## config.mk

```make
export PLATFORM = sky130hd
export DESIGN_NAME = bit_serial_operand_tx
export DESIGN_NICKNAME = d
export VERILOG_FILES = /design/src/rtl/bit_serial_operand_tx.sv
export SDC_FILE = /design/constraint.sdc
export NUM_CORES = 1
export LEC_CHECK = 0
export ABC_AREA = 1
export BUFFER_PORTS_ARGS = -buffer_cell sky130_fd_sc_hd__buf_2
export CORE_MARGIN = 2
export CORE_UTILIZATION = 50
export DETAILED_ROUTE_END_ITERATION = 10
export GPL_ROUTABILITY_DRIVEN = 0
export PLACE_DENSITY = 0.82
export SLEW_MARGIN = 20
export SYNTH_ARGS = -nofsm -noshare
export SYNTH_HDL_FRONTEND = slang
export SYNTH_SLANG_ARGS = --single-unit
```

## constraint.sdc

```tcl
create_clock -name clk -period 2.32 [get_ports clk]
set_input_delay 0.116 -clock clk [delete_from_list [all_inputs] [get_ports clk]]
set_output_delay 0.116 -clock clk [all_outputs]
set_load 0.005 [all_outputs]
```

## src/rtl/bit_serial_operand_tx.sv

```systemverilog
// Bit-serial operand transmitter: buffers parallel operand pairs, extends them to
// FRAME_W bits and shifts both out LSB-first with a frame-end clean strobe.
module bit_serial_operand_tx #(
  parameter int IN_W    = 8,
  parameter int FRAME_W = 32,
  parameter int DEPTH   = 2,
  parameter int CNT_W   = 16
) (
  input  logic             clk,
  input  logic             reset,
  input  logic             in_valid,
  output logic             in_ready,
  input  logic [IN_W-1:0]  in_a,
  input  logic [IN_W-1:0]  in_b,
  input  logic             in_signed,
  output logic             a,
  output logic             b,
  output logic             clean,
  output logic             busy,
  output logic [CNT_W-1:0] frame_cnt
);

  localparam int BW = $clog2(FRAME_W);
  localparam int PW = (DEPTH > 1) ? $clog2(DEPTH) : 1;
  localparam int CW = PW + 1;
  localparam logic [BW-1:0] LAST = BW'(FRAME_W - 1);

  typedef enum logic [1:0] {S_INIT, S_IDLE, S_SHIFT} state_e;

  typedef struct packed {
    logic            sgn;
    logic [IN_W-1:0] a;
    logic [IN_W-1:0] b;
  } pair_t;

  function automatic logic [FRAME_W-1:0] ext(input logic [IN_W-1:0] x, input logic s);
    return {{(FRAME_W-IN_W){s & x[IN_W-1]}}, x};
  endfunction

  // operand-pair FIFO
  pair_t           mem_q [DEPTH];
  logic [PW-1:0]   wptr_q, rptr_q;
  logic [CW-1:0]   cnt_q, cnt_d;
  logic            en_q;
  logic            push, pop;

  state_e          state_q;
  logic [BW-1:0]   bit_q, bit_inc;
  logic [FRAME_W-1:0] sa_q, sb_q, head_a, head_b;
  logic            a_q, b_q, clean_q, busy_q;
  logic [CNT_W-1:0] fcnt_q;
  pair_t           head;
  logic            last;

  // Ready only looks at the registered count; a same-cycle pop never frees a slot early.
  assign in_ready = en_q && (cnt_q < CW'(DEPTH));
  assign push     = in_valid && in_ready;
  assign last     = (bit_q == LAST);
  assign pop      = (cnt_q != '0) && ((state_q == S_IDLE) || ((state_q == S_SHIFT) && last));
  assign head     = mem_q[rptr_q];
  assign head_a   = ext(head.a, head.sgn);
  assign head_b   = ext(head.b, head.sgn);
  assign bit_inc  = bit_q + BW'(1);

  always_comb begin
    cnt_d = cnt_q;
    case ({push, pop})
      2'b10:   cnt_d = cnt_q + CW'(1);
      2'b01:   cnt_d = cnt_q - CW'(1);
      default: cnt_d = cnt_q;
    endcase
  end

  always_ff @(posedge clk) begin
    if (push) mem_q[wptr_q] <= '{sgn: in_signed, a: in_a, b: in_b};
  end

  always_ff @(posedge clk or negedge reset) begin
    if (!reset) begin
      wptr_q <= '0;
      rptr_q <= '0;
      cnt_q  <= '0;
    end else begin
      if (push) wptr_q <= wptr_q + PW'(1);
      if (pop)  rptr_q <= rptr_q + PW'(1);
      cnt_q <= cnt_d;
    end
  end

  // Outputs are registered from the state being entered so bit 0 lands the cycle after a pop.
  always_ff @(posedge clk or negedge reset) begin
    if (!reset) begin
      state_q <= S_INIT;
      en_q    <= 1'b0;
      bit_q   <= '0;
      sa_q    <= '0;
      sb_q    <= '0;
      a_q     <= 1'b0;
      b_q     <= 1'b0;
      clean_q <= 1'b0;
      busy_q  <= 1'b0;
      fcnt_q  <= '0;
    end else begin
      case (state_q)
        S_INIT: begin
          state_q <= S_IDLE;
          en_q    <= 1'b1;
          clean_q <= 1'b1;
          a_q     <= 1'b0;
          b_q     <= 1'b0;
          busy_q  <= 1'b0;
        end
        S_IDLE: begin
          clean_q <= 1'b0;
          if (pop) begin
            state_q <= S_SHIFT;
            bit_q   <= '0;
            sa_q    <= head_a;
            sb_q    <= head_b;
            a_q     <= head_a[0];
            b_q     <= head_b[0];
            busy_q  <= 1'b1;
          end else begin
            a_q    <= 1'b0;
            b_q    <= 1'b0;
            busy_q <= (cnt_d != '0);
          end
        end
        S_SHIFT: begin
          if (last) begin
            fcnt_q  <= fcnt_q + CNT_W'(1);
            clean_q <= 1'b0;
            if (pop) begin
              bit_q  <= '0;
              sa_q   <= head_a;
              sb_q   <= head_b;
              a_q    <= head_a[0];
              b_q    <= head_b[0];
              busy_q <= 1'b1;
            end else begin
              state_q <= S_IDLE;
              a_q     <= 1'b0;
              b_q     <= 1'b0;
              busy_q  <= (cnt_d != '0);
            end
          end else begin
            bit_q   <= bit_inc;
            a_q     <= sa_q[bit_inc];
            b_q     <= sb_q[bit_inc];
            clean_q <= (bit_inc == LAST);
            busy_q  <= 1'b1;
          end
        end
        default: state_q <= S_INIT;
      endcase
    end
  end

  assign a         = a_q;
  assign b         = b_q;
  assign clean     = clean_q;
  assign busy      = busy_q;
  assign frame_cnt = fcnt_q;

endmodule

```

* Word-level counts from Yosys, hierarchy flattened
Memories as Yosys holds them, arrays and structs flattened.
Cells that the tools add are included.
** Cells by class
- Add/subtract/negate cells :: 6
- $lt $le $gt $ge :: 2
- Eq/ne operators :: 9
- Muxes and demuxes :: 31
- Bitwise operators :: 2
- Reduce and logical (&&, ||, !) cells :: 13
** Operators by type and width (number)
- $mux 32 :: 4
- $pmux 32 s2 :: 2
- $add 16x1->16 const B :: 1
- $pmux 1 s3 :: 4
- $mux 1 :: 11
- $bmux 1 s5 :: 2
- $eq 5x5->1 const B :: 2
- $mux 5 :: 2
- $pmux 5 s2 :: 1
- $lt 5x6->1 const B :: 1
- $mux 2 :: 3
- $ne 2x2->1 const B :: 3
- $pmux 2 s3 :: 1
- $reduce_bool 2->1 :: 3
- $add 5x1->5 const B :: 1
- $eq 2x1->1 const B :: 2
- $eq 2x2->1 const B :: 2
- $logic_and 1x1->1 :: 4
- $pmux 2 s2 :: 1
- $reduce_and 2->1 :: 2
- $reduce_and 3->1 :: 1
- $reduce_bool 3->1 :: 1
- $add 1x1->1 const B :: 2
- $add 2x1->2 const B :: 1
- other kinds (5) :: 6
** Word-level totals
- Flip-flop bits (word level) :: 96
- RAM bits :: 34
- Bits of input ports :: 20
- Word-level logic and storage cells :: 77
- Memories :: 1
** Memory list
- mem_q :: words 2, width 17, read ports 1, clocked after memory_dff 0, write ports 1, line 41 : pair_t mem_q [DEPTH];

* Longest topological paths before layout
Gate-level depths: netlist of run 1.
- Word-level depth :: 10
- Gate-level depth with buffers :: 15

* Least setup slack after synthesis of run 1
OpenSTA, ideal clock, no wires.
- Kind :: flip-flop to flip-flop
- From :: register bit_q[1]
- To :: register busy_q, in the netlist busy
- Setup time :: 0.118 ns
- Data arrival time :: 1.997 ns
- Data required time :: 2.202 ns
- Slack :: 0.205 ns
- Cell stages (with the launch flop) :: 15
- Buffers on the path :: 0
- Period minus slack after synthesis :: 2.115 ns
- Cells stage by stage :: dfrtp_1 ha_1 nand2_1 nor2_1 ha_1 nand2_4 a21oi_4 ha_1 inv_1 nand3_1 xor2_1 nor2_1 nand3_1 nand3b_1 nand2_1
** On the way
- Word-level cells in the longest chain between the ends :: 10
- Elaborated cells between the ends (all ways) :: 11
- Classes of those cells :: 3 x eq/ne; 4 x mux; 4 x reduce/logical
** RTL lines
- start: declaration :: line 48 : logic [BW-1:0] bit_q, bit_inc;
- start signal: assignment :: line 147 : bit_q <= bit_inc;
- $eq 5x5->1 (*) :: line 58 : assign last = (bit_q == LAST);
- $logic_and 1x1->1 (*) :: line 59 : assign pop = (cnt_q != '0) && ((state_q == S_IDLE) || ((state_q == S_SHIFT) && last));
- $logic_or 1x1->1 (*) :: line 59
- $logic_and 1x1->1 (*) :: line 59
- via pop :: line 45 : logic push, pop;
- $eq 2x1->1 or $eq 2x2->1 (tied branches) :: line 67 : case ({push, pop})
- $pmux 2 s2 (*) :: line 67
- via cnt_d[1] :: line 43 : logic [CW-1:0] cnt_q, cnt_d;
- $reduce_bool 2->1 (*) :: line 126, 144
- $mux 1 (*) :: line 115, 133
- $mux 1 :: line 130 : if (last) begin
- $pmux 1 s3 (*) :: line 104 : case (state_q)
- end signal: assignment :: line 126 : busy_q <= (cnt_d != '0);
- end signal: assignment :: line 144 : busy_q <= (cnt_d != '0);
- end: declaration :: line 50 : logic a_q, b_q, clean_q, busy_q;
The timed path passes the listed nets; every way through them passes the cells marked *.
A chain may end at the register's enable or synchronous reset.

* Worst setup path in the final report of run 1
Ends and elaborated chain as after synthesis.

==> summary.txt, run 1 <==
Global route
  • Largest net degree at the start of global routing: 35
  • Total gr overflow: 0
  • GRT Overall Usage: 17.7%
  • Antenna violations before repair: 0
  • First-pass GRT wire length: 11.4 mm
  • Vias in the first global route: 2533

Critical path
  • Crit path DAT: 2.42 ns
  • Crit-path max FO: 6
  • Crit end category: flip-flop
  • Critical path launch point type: flip-flop
  • CP startpoint: bit_q[1]
  • FF-to-FF path depth: 14
  • RR Endpoint: busy
  • Start of the worst register-to-register path: bit_q[1]
  • CP Class: flip-flop to flip-flop
  • Worst endpoint required time: 2.58 ns
  • Reg-to-reg slack, setup: 0.16 ns

Clock tree
  • H-Tree Depth: 3
  • Num CTS Buffers: 9
  • Root Driver: clkbuf_8
  • Skew-Pair Late Insertion Delay: 0.37 ns
  • CTS tree: yes
  • Max Root-Sink Buffers: 2
  • Clk slew on worst S/H paths: 0.08 ns
  • Clock Sinks: 84

Worst hold path
  • Hold crit path type: input pin to async pin

Synthesis
  • Ys async rst share: 59.5%
  • Top post-synthesis cells by area: dfrtp_1 (33%), edfxtp_1 (27%), nand2_1 (7.6%), inv_1 (4.0%), ha_1 (3.6%)
  • Yosys cell types: 37
  • Synth top area share: 33.1%
  • Prevailing post-synth register cell: dfrtp_1
  • Synth top cells by count: nand2_1 (77), dfrtp_1 (50), inv_1 (40)
  • EDFF count, synth: 34
  • Number of synthesis warnings: 0
  • Cell Area, Synth: 3780 µm²
  • Synth area leader: dfrtp_1
  • Most common cell in the netlist: nand2_1
  • Post-synthesis cell count: 354
  • Post-Syn Area per Cell: 10.7 µm²
  • Net Count, Synth: 385
  • Yosys reg bits: 84
  • Seq/Total Area, Yosys: 60.1%

Layout
  • # nets final: 455
  • Storage cell area: 2270 µm²
  • Share of post-route cells with drive strength above 1: 22.4%
  • Multi-input logic area: 1340 µm²
  • Fin area: 4500 µm²
  • Filler Cells Inserted: 625
  • Area Overhead vs Synth: 19.1%
  • Antenna diodes: 0
  • Fin util: 61.7%

Timing
  • Least-Margin Pin Slew: 0.491 ns
  • Final setup fails: 0
  • Tcrit/Tclk final: 93.3%
  • Final Max Slew Viols: 0
  • Final WS setup: 0.157 ns
  • Clk_skew: 0.00697 ns
  • Final Hold Fails: 0
  • RSZ-0062 raised after global routing: false
  • Max-slew headroom: 67.2%
  • Final setup TNS: 0 ns
  • Final min period: 2.16 ns
  • Fmax: 462 MHz

Routing
  • Final WL: 6.73 mm
  • Drt via density: 4.87
  • # DRC: 0
  • TritonRoute pass-1 iters: 4
  • DR iter-0 viols: 86
  • Post-DRT Antenna Nets: 0
  • WL per Instance: 12.7 µm
  • Via count: 2573

Floorplan
  • I/O pin total: 41
  • Die Area: 8270 µm²
  • Initial Util: 51.9%
  • Die Span X: 91.0 µm
  • Cell Rows: 31
  • Core area: 7290 µm²
  • Die Height: 91.0 µm

Placed design
  • DP HPWL: 4.37 mm
  • Pre-CTS setup slack: 0.124 ns
  • Placed cell area: 4120 µm²
  • Port Buffers: 40

Power and ir drop
  • Power per standard cell area: 1100 nW/µm²
  • Leakage: 0.00214 µW
  • Pwr Total: 4960 µW
  • Max IR drop VDD: 0.652 mV

Outcome
  • Run status: completed

Flow run
  • Max-cap violations: 0
==> cell type report <==
| class | count | share of cell area [%] |
|---|---|---|
| Clock buffer | 10 | 2.83 |
| Inverter | 41 | 3.42 |
| Sequential cell | 84 | 50.5 |
| Clock inverter | 6 | 0.862 |
| Tap cell | 99 | 2.75 |
| Multi-Input combinational cell | 221 | 29.7 |
| Timing Repair Buffer | 67 | 9.95 |
==> power by group <==
group	internal [µW]	leakage (µW)	switching, µW
registers	1960	0.000941	187
logic	772	0.00111	1140
clock network	387	0.0000841	518
==> worst max-delay path: stages, from the launching register on <==
cell and delay (ns):
dfrtp_2 0.40, ha_2 0.20, nand2_1 0.06, nor2_1 0.11, ha_2 0.21, nand2_4 0.09, a21oi_4 0.18, ha_4 0.22
inv_1 0.05, nand3_1 0.08, xor2_1 0.16, nor2_1 0.09, nand3_1 0.07, nand3b_1 0.08, nand2_1 0.05
==> state kept, by name (all words and copies together) (netlist names) <==
| name | flops |
|---|---|
| bit_q | 5 |
| rptr_q | 1 |
| cnt_q | 2 |
| state_q | 2 |
| mem_q | 34 |
| en_q | 1 |
| sb_q | 9 |
| clean | 1 |
| sa_q | 9 |
| frame_cnt | 16 |
| wptr_q | 1 |
| b | 1 |
| busy | 1 |
| a | 1 |
==> how the worst max path moves through the flow <==
stage | slack (ns) | endpoint | cells after the start
6_report | 0.16 | busy | 14
5_1_grt | 0.02 | busy | 14
4_1_cts | 0.10 | busy | 14
3_5_place_dp | 0.12 | busy | 14
3_3_place_gp | 0.21 | busy | 14
2_1_floorplan | 0.21 | busy | 14
==> cell usage in the layout, fill, tap and decap left out, types with 2 or more instances in the layout <==
| cell | instances |
|---|---|
| nand2_1 | 77 |
| dfrtp_1 | 49 |
| inv_1 | 40 |
| buf_2 | 40 |
| edfxtp_1 | 34 |
| o21ai_0 | 23 |
| nor2_1 | 18 |
| dlygate4sd3_1 | 18 |
| nand3_1 | 13 |
| xor2_1 | 13 |
| or2_2 | 13 |
| clkbuf_8 | 9 |
| buf_4 | 9 |
| ha_1 | 8 |
| xnor2_1 | 6 |
| o211ai_1 | 6 |
| o21a_1 | 6 |
| a21oi_1 | 5 |
| nand4_1 | 4 |
| o22ai_1 | 3 |
| nor2_4 | 3 |
| nand2_4 | 2 |
| nor3_4 | 2 |
| mux2_2 | 2 |
| nand2_2 | 2 |
| ha_2 | 2 |
| clkinv_2 | 2 |
==> cells by family (layout without fill, tap and decap cells) <==
family          after synthesis  after routing  synth area share [%]
flops                        84             84                  60.1
buf+inv                      49            124                  5.03
simple gates                139            139                  18.0
fa+ha+maj                    11             11                  3.64
compound gates               49             49                  7.97
mux                           3              3                 0.860
xor+xnor                     19             19                  4.40
==> per-stage QoR <==
stage | instances | hold slack (ns)
after floorplan | 354 | -0.180
after global placement | 492 | 0.0530
after detailed placement | 492 | 0.0521
after CTS | 526 | 0.127
after global routing | 528 | 0.199
final | 528 | 0.185
==> layer usage <==
| metal | vias up | track usage (%) | wire length [µm] |
|---|---|---|---|
| li1 | 1308 | - | - |
| met1 | 1207 | 20.0 | 2800 |
| met2 | 50 | 31.0 | 3520 |
| met3 | 8 | 5.64 | 314 |
| met4 | 0 | 7.32 | 92 |
| met5 | - | 0 | 0 |
==> repair_timing <==
| item | CTS | global route |
|---|---|---|
| hold endpoints to repair | 50 | 0 |
| setup endpoints to repair | 0 | 4 |
| buffers inserted | 0 | 2 |
| hold buffers | 18 | 0 |
| gates resized for setup | 0 | 4 |
Note: power is estimated with default switching activity, not from simulation.
==> run 2, diff against run 1 <==
CTS_CLUSTER_SIZE = 24   (was default)
PLACE_DENSITY = 0.7   (was 0.82)
==> run 2 against run 1 <==
  * Sequential power hardly changed
  * Register-to-register slack lost 0.04 ns
  * Critical path depth unchanged
  * Hold slack worse by 0.036 ns
  * First-iteration DRC count increased by 40%
  * Count of clock-buffer cells in the layout is 1 higher
  * Cell count is 0.19% higher
  * Clock power grew 20%
  * Die area unchanged
  * Final area increased by 1.1%
  * Global-route usage decreased by 0.72 points
==> summary.txt, run 2 (same netlist as run 1, synthesis figures left out) <==
Timing
  • Final Max Slew Viols: 0 (unchanged)
  • Clk_skew: 0.00772 ns (+0.000753 ns)
  • Final Hold Fails: 0 (unchanged)
  • Max-slew headroom: 65.9% (-1.4 points)
  • Tcrit/Tclk final: 94.9% (+1.6 points)
  • Final min period: 2.20 ns (+0.0373 ns)
  • Final setup TNS: 0 ns (unchanged)
  • Fmax: 454 MHz (-1.7%)
  • Final WS setup: 0.119 ns (-0.0373 ns)
  • Least-Margin Pin Slew: 0.512 ns (+0.0203 ns)
  • Final setup fails: 0 (unchanged)

Global route
  • Antenna violations before repair: 0 (unchanged)
  • GRT Overall Usage: 17.0% (-0.72 points)
  • Vias in the first global route: 2533 (unchanged)
  • GRT met1 Usage: 21.6% (+1.6 points)
  • First-pass GRT wire length: 11.1 mm (-2.4%)
  • Total gr overflow: 0 (unchanged)
  • Met2 usage: 28.0% (-3.0 points)
  • Largest net degree at the start of global routing: 33 (-5.7%)
  • Most Crowded Layer GR: met2
  • Met3 usage: 4.23% (-1.4 points)

Layout
  • Max FFs per register: 34 (unchanged)
  • Antenna diodes: 0 (unchanged)
  • Area Overhead vs Synth: 20.4%
  • Share of post-route cells with drive strength above 1: 22.3% (-0.052 points)
  • Most frequent cells in the layout: nand2_1 (77), dfrtp_1 (50), inv_1 (40), buf_2 (40), edfxtp_1 (34)
  • # nets final: 456 (+0.22%)
  • Most common cell after layout, fill and taps aside: nand2_1
  • Filler Cells Inserted: 640 (+2.4%)
  • Top reg by flops: mem_q

Clock tree
  • CTS tree: yes
  • Skew-Pair Late Insertion Delay: 0.35 ns (-0.02 ns)
  • Num CTS Buffers: 9 (unchanged)
  • Clk slew on worst S/H paths: 0.08 ns (about the same)
  • Root Driver: clkbuf_8
  • Max Root-Sink Buffers: 2 (unchanged)
  • Clock Sinks: 84 (unchanged)
  • H-Tree Depth: 3 (unchanged)

Worst hold path
  • Hold crit path type: input pin to flip-flop

Outcome
  • Run status: completed

Routing
  • Drt via density: 4.92 (+0.90%)
  • DR iter-0 viols: 120 (+40%)
  • Final WL: 6.59 mm (-2.1%)
  • Via count: 2601 (+1.1%)
  • # DRC: 0 (unchanged)
  • WL per Instance: 12.5 µm (-2.3%)
  • Post-DRT Antenna Nets: 0 (unchanged)
  • TritonRoute pass-1 iters: 4 (unchanged)

Power and ir drop
  • Max IR drop VDD: 0.618 mV (-5.3%)
  • Power per standard cell area: 1130 nW/µm² (+2.9%)
  • Leakage: 0.00217 µW (+1.4%)

Critical path
  • Critical path launch point type: flip-flop
  • Worst endpoint required time: 2.56 ns (-0.02 ns)
  • Crit end category: flip-flop
  • Crit-path max FO: 5 (-1)
  • CP Class: flip-flop to flip-flop
  • Crit path DAT: 2.44 ns (+0.02 ns)

Floorplan
  • Cell Rows: 31 (unchanged)
  • Initial Util: 51.9% (unchanged)
  • Core area: 7290 µm² (unchanged)
  • I/O pin total: 41 (unchanged)
  • Die Span X: 91.0 µm (unchanged)
  • Die Area: 8270 µm² (unchanged)
  • Die Height: 91.0 µm (unchanged)

Placed design
  • Pre-CTS setup slack: 0.138 ns (+0.0142 ns)
  • Port Buffers: 40 (unchanged)
  • DP HPWL: 4.56 mm (+4.4%)

Flow run
  • Max-cap violations: 0 (unchanged)
==> run 2: cell type report <==
cell class | count | area (µm²) | area share, %
sequential | 84 | 2270 | 49.9
clock inverter | 5 | 76.3 | 1.68
clock buffer | 11 | 131 | 2.89
tap | 99 | 124 | 2.72
inverter | 41 | 154 | 3.38
timing repair buffer | 68 | 468 | 10.3
multi-input combinational | 221 | 1330 | 29.1
==> run 2: layer usage <==
layer,wire length [µm],share of wire (%),vias up
met5,0,0,-
met4,76,1.2,0
met3,238,3.6,8
met2,3300,50,50
met1,2980,45,1235
li1,-,-,1308
==> run 2: stage by stage <==
step	util, %	cells	hold WS [ns]	total power (µW)	area (µm²)
finish	62.4	529	0.149	5160	4550
global route	62.4	529	0.178	5590	4550
CTS	62.0	526	0.142	5200	4520
detailed placement	56.7	492	0.0799	4070	4130
global placement	56.7	492	0.0713	4020	4130
floorplan	-	354	-0.180	3550	3780
==> run 2: timing repair <==
action	CTS	global route
resized for setup	0	3
hold endpoints to repair	52	0
hold buffers	18	0
setup buffers	0	3
setup endpoints to repair	0	4
==> run 2: final timing paths <==
kind	slack, ns	end	start	cells after the start
setup / recovery	0.12	busy	bit_q[1]	14
hold / removal	0.15	wptr_q	in_valid	3
setup reg to reg	0.12	busy	bit_q[1]	14
hold reg to reg	0.48	a	a	2
max in group asynchronous	1.31	sb_q[4]	reset	3
min in group asynchronous	0.24	sb_q[3]	reset	2
==> run 2: power breakdown <==
| part | total [µW] | switching, µW | internal (µW) |
|---|---|---|---|
| clock network | 1090 | 481 | 604 |
| registers | 2140 | 182 | 1960 |
| logic | 1930 | 1160 | 777 |
==> run 2: worst max-delay path: stages, from the launching register on <==
cell and delay (ns):
dfrtp_1 0.41, ha_2 0.20, nand2_1 0.06, nor2_1 0.10, ha_2 0.21, nand2_4 0.07, a21oi_4 0.16, ha_2 0.29
inv_1 0.05, nand3_1 0.08, xor2_1 0.16, nor2_1 0.09, nand3_1 0.07, nand3b_1 0.09, nand2_1 0.05
==> run 3, diff against run 2 <==
==> constraint.sdc (replaced) <==
create_clock -name clk -period 2.32 [get_ports clk]
set_input_delay 0.232 -clock clk [delete_from_list [all_inputs] [get_ports clk]]
set_output_delay 0.232 -clock clk [all_outputs]
set_load 0.005 [all_outputs]
==> run 3 against run 2 <==
  * First-iteration DRC count up 13%
  * Critical path depth unchanged
  * Maximum frequency fell by 2.7%
  * Total power rose by 0.50%
  * Sequential share of layout area grew 1.7 points
  * Critical path type unchanged
  * Largest power group unchanged
  * Highest routed layer unchanged
==> summary.txt, run 3 (same netlist as run 1, synthesis figures left out) <==
Critical path
  • Critical path launch point type: flip-flop
  • CP Class: flip-flop to flip-flop
  • Crit-path max FO: 5 (unchanged)
  • Crit path DAT: 2.51 ns (+0.07 ns)
  • Worst endpoint required time: 2.57 ns (about the same)
  • Crit end category: flip-flop

Clock tree
  • H-Tree Depth: 3 (unchanged)
  • CTS tree: yes
  • Clk slew on worst S/H paths: 0.08 ns (about the same)
  • Max Root-Sink Buffers: 2 (unchanged)
  • Clock Sinks: 84 (unchanged)
  • Root Driver: clkbuf_8
  • Skew-Pair Late Insertion Delay: 0.35 ns (about the same)
  • Num CTS Buffers: 9 (unchanged)

Floorplan
  • Core area: 7290 µm² (unchanged)
  • Die Area: 8270 µm² (unchanged)
  • Die Span X: 91.0 µm (unchanged)
  • Cell Rows: 31 (unchanged)
  • I/O pin total: 41 (unchanged)
  • Initial Util: 51.9% (unchanged)
  • Die Height: 91.0 µm (unchanged)

Routing
  • Final WL: 6.46 mm (-2.0%)
  • DR iter-0 viols: 136 (+13%)
  • Via count: 2516 (-3.3%)
  • WL per Instance: 12.6 µm (+1.3%)
  • Post-DRT Antenna Nets: 0 (unchanged)
  • Drt via density: 4.91 (about the same)
  • # DRC: 0 (unchanged)
  • TritonRoute pass-1 iters: 4 (unchanged)

Timing
  • Clk_skew: 0.0110 ns (+0.00327 ns)
  • Final Hold Fails: 0 (unchanged)
  • Final setup TNS: 0 ns (unchanged)
  • Final WS setup: 0.0593 ns (-0.0599 ns)
  • Fmax: 442 MHz (-2.7%)
  • Tcrit/Tclk final: 97.4% (+2.6 points)
  • Final setup fails: 0 (unchanged)
  • Least-Margin Pin Slew: 0.540 ns (+0.0282 ns)
  • Final Max Slew Viols: 0 (unchanged)
  • Max-slew headroom: 64.0% (-1.9 points)
  • Final min period: 2.26 ns (+0.0599 ns)
  • RSZ-0062 raised after global routing: true

Placed design
  • Pre-CTS setup slack: 0.0836 ns (-0.0547 ns)
  • DP HPWL: 4.59 mm (+0.66%)
  • Port Buffers: 40 (unchanged)

Layout
  • Antenna diodes: 0 (unchanged)
  • Storage cell area: 2270 µm² (unchanged)
  • Top reg by flops: mem_q
  • # nets final: 439 (-3.7%)
  • Max FFs per register: 34 (unchanged)
  • Most frequent cells in the layout: nand2_1 (76), dfrtp_1 (50), inv_1 (40), buf_2 (40), edfxtp_1 (34)
  • Filler Cells Inserted: 635 (-0.78%)
  • Share of post-route cells with drive strength above 1: 24.0% (+1.6 points)
  • Area Overhead vs Synth: 16.5%
  • Multi-input logic area: 1340 µm² (+1.1%)
  • Most common cell after layout, fill and taps aside: nand2_1

Global route
  • GRT Overall Usage: 17.2% (+0.17 points)
  • Antenna violations before repair: 0 (unchanged)
  • Largest net degree at the start of global routing: 33 (unchanged)
  • First-pass GRT wire length: 11.3 mm (+1.2%)
  • Vias in the first global route: 2505 (-1.1%)
  • Total gr overflow: 0 (unchanged)

Outcome
  • Run status: completed

Power and ir drop
  • Max IR drop VDD: 0.591 mV (-4.2%)
  • Internal power: 3340 µW (-0.18%)
  • Clk network pwr share: 21.6% (+0.6 points)
  • Power per standard cell area: 1180 nW/µm² (+3.9%)
  • Sw frac: 35.7% (+0.44 points)
  • Leakage: 0.00210 µW (-3.1%)
  • Reg power frac: 41.3% (-0.2 points)
  • Combinational share of power: 37.1% (-0.4 points)
  • P_sw: 1850 µW (+1.8%)

Flow run
  • Max-cap violations: 0 (unchanged)

Worst hold path
  • Hold crit path type: input pin to flip-flop
-- run 3: cell type report --
type                       count  share of cell area, %
tap                           99                   2.81
timing repair buffer          51                   6.76
sequential                    84                   51.6
clock buffer                  10                   2.90
inverter                      41                   3.49
clock inverter                 6                   1.99
multi-input combinational    221                   30.5
-- run 3: critical path, stage by stage, from the launching register on --
cell and delay (ns):
dfrtp_1 0.42, ha_2 0.23, nand2_2 0.06, nor2_2 0.11
ha_2 0.21, nand2_4 0.07, a21oi_4 0.18, ha_4 0.22
inv_1 0.05, nand3_1 0.08, xor2_1 0.16, nor2_1 0.12
nand3_1 0.08, nand3b_1 0.10, nand2_1 0.06
-- run 3: metal layers --
layer | track usage [%] | share of wire, % | up-vias
li1 | - | - | 1267
met1 | 21.9 | 45 | 1198
met2 | 28.6 | 50 | 45
met3 | 3.90 | 3.4 | 6
met4 | 6.44 | 1.3 | 0
met5 | 0 | 0 | -
-- run 3: worst paths after layout --
kind | startpoint | end | slack (ns) | cells after the start
max | bit_q[1] | busy | 0.06 | 14
min reg2reg | en_q | en_q | 0.48 | 1
min in group asynchronous | reset | en_q | 0.33 | 2
max reg2reg | bit_q[1] | busy | 0.06 | 14
max in group asynchronous | reset | sa_q[7] | 1.22 | 3
min | in_a[6] | mem_q[1][14] | 0.06 | 1
-- run 3: power groups by stage --
stage               Sequential [µW]  Clock [µW]  Combinational, µW
floorplan                      2130           0               1420
global placement               2160           0               1870
detailed placement             2170           0               1910
CTS                            2140        1140               1930
global route                   2190        1200               2240
finish                         2140        1120               1920
-- run 3: metrics by stage --
stage,hold slack [ns],utilization (%),area [µm²],power (µW),std cells
after floorplan,-0.0636,-,3780,3550,354
final,0.0648,60.4,4400,5190,512
after global placement,0.186,56.7,4130,4020,492
after global routing,0.0458,60.4,4400,5630,512
after detailed placement,0.190,56.7,4130,4090,492
after CTS,0.0525,59.8,4360,5220,509
-- run 3: timing repair --
| item | 4_1_cts | 5_1_grt |
|---|---|---|
| hold buffers | 1 | 0 |
| buffers inserted | 0 | 3 |
| endpoints found under the hold margin | 18 | 0 |
| gates resized for setup | 0 | 5 |
| setup endpoints to repair | 0 | 1 |
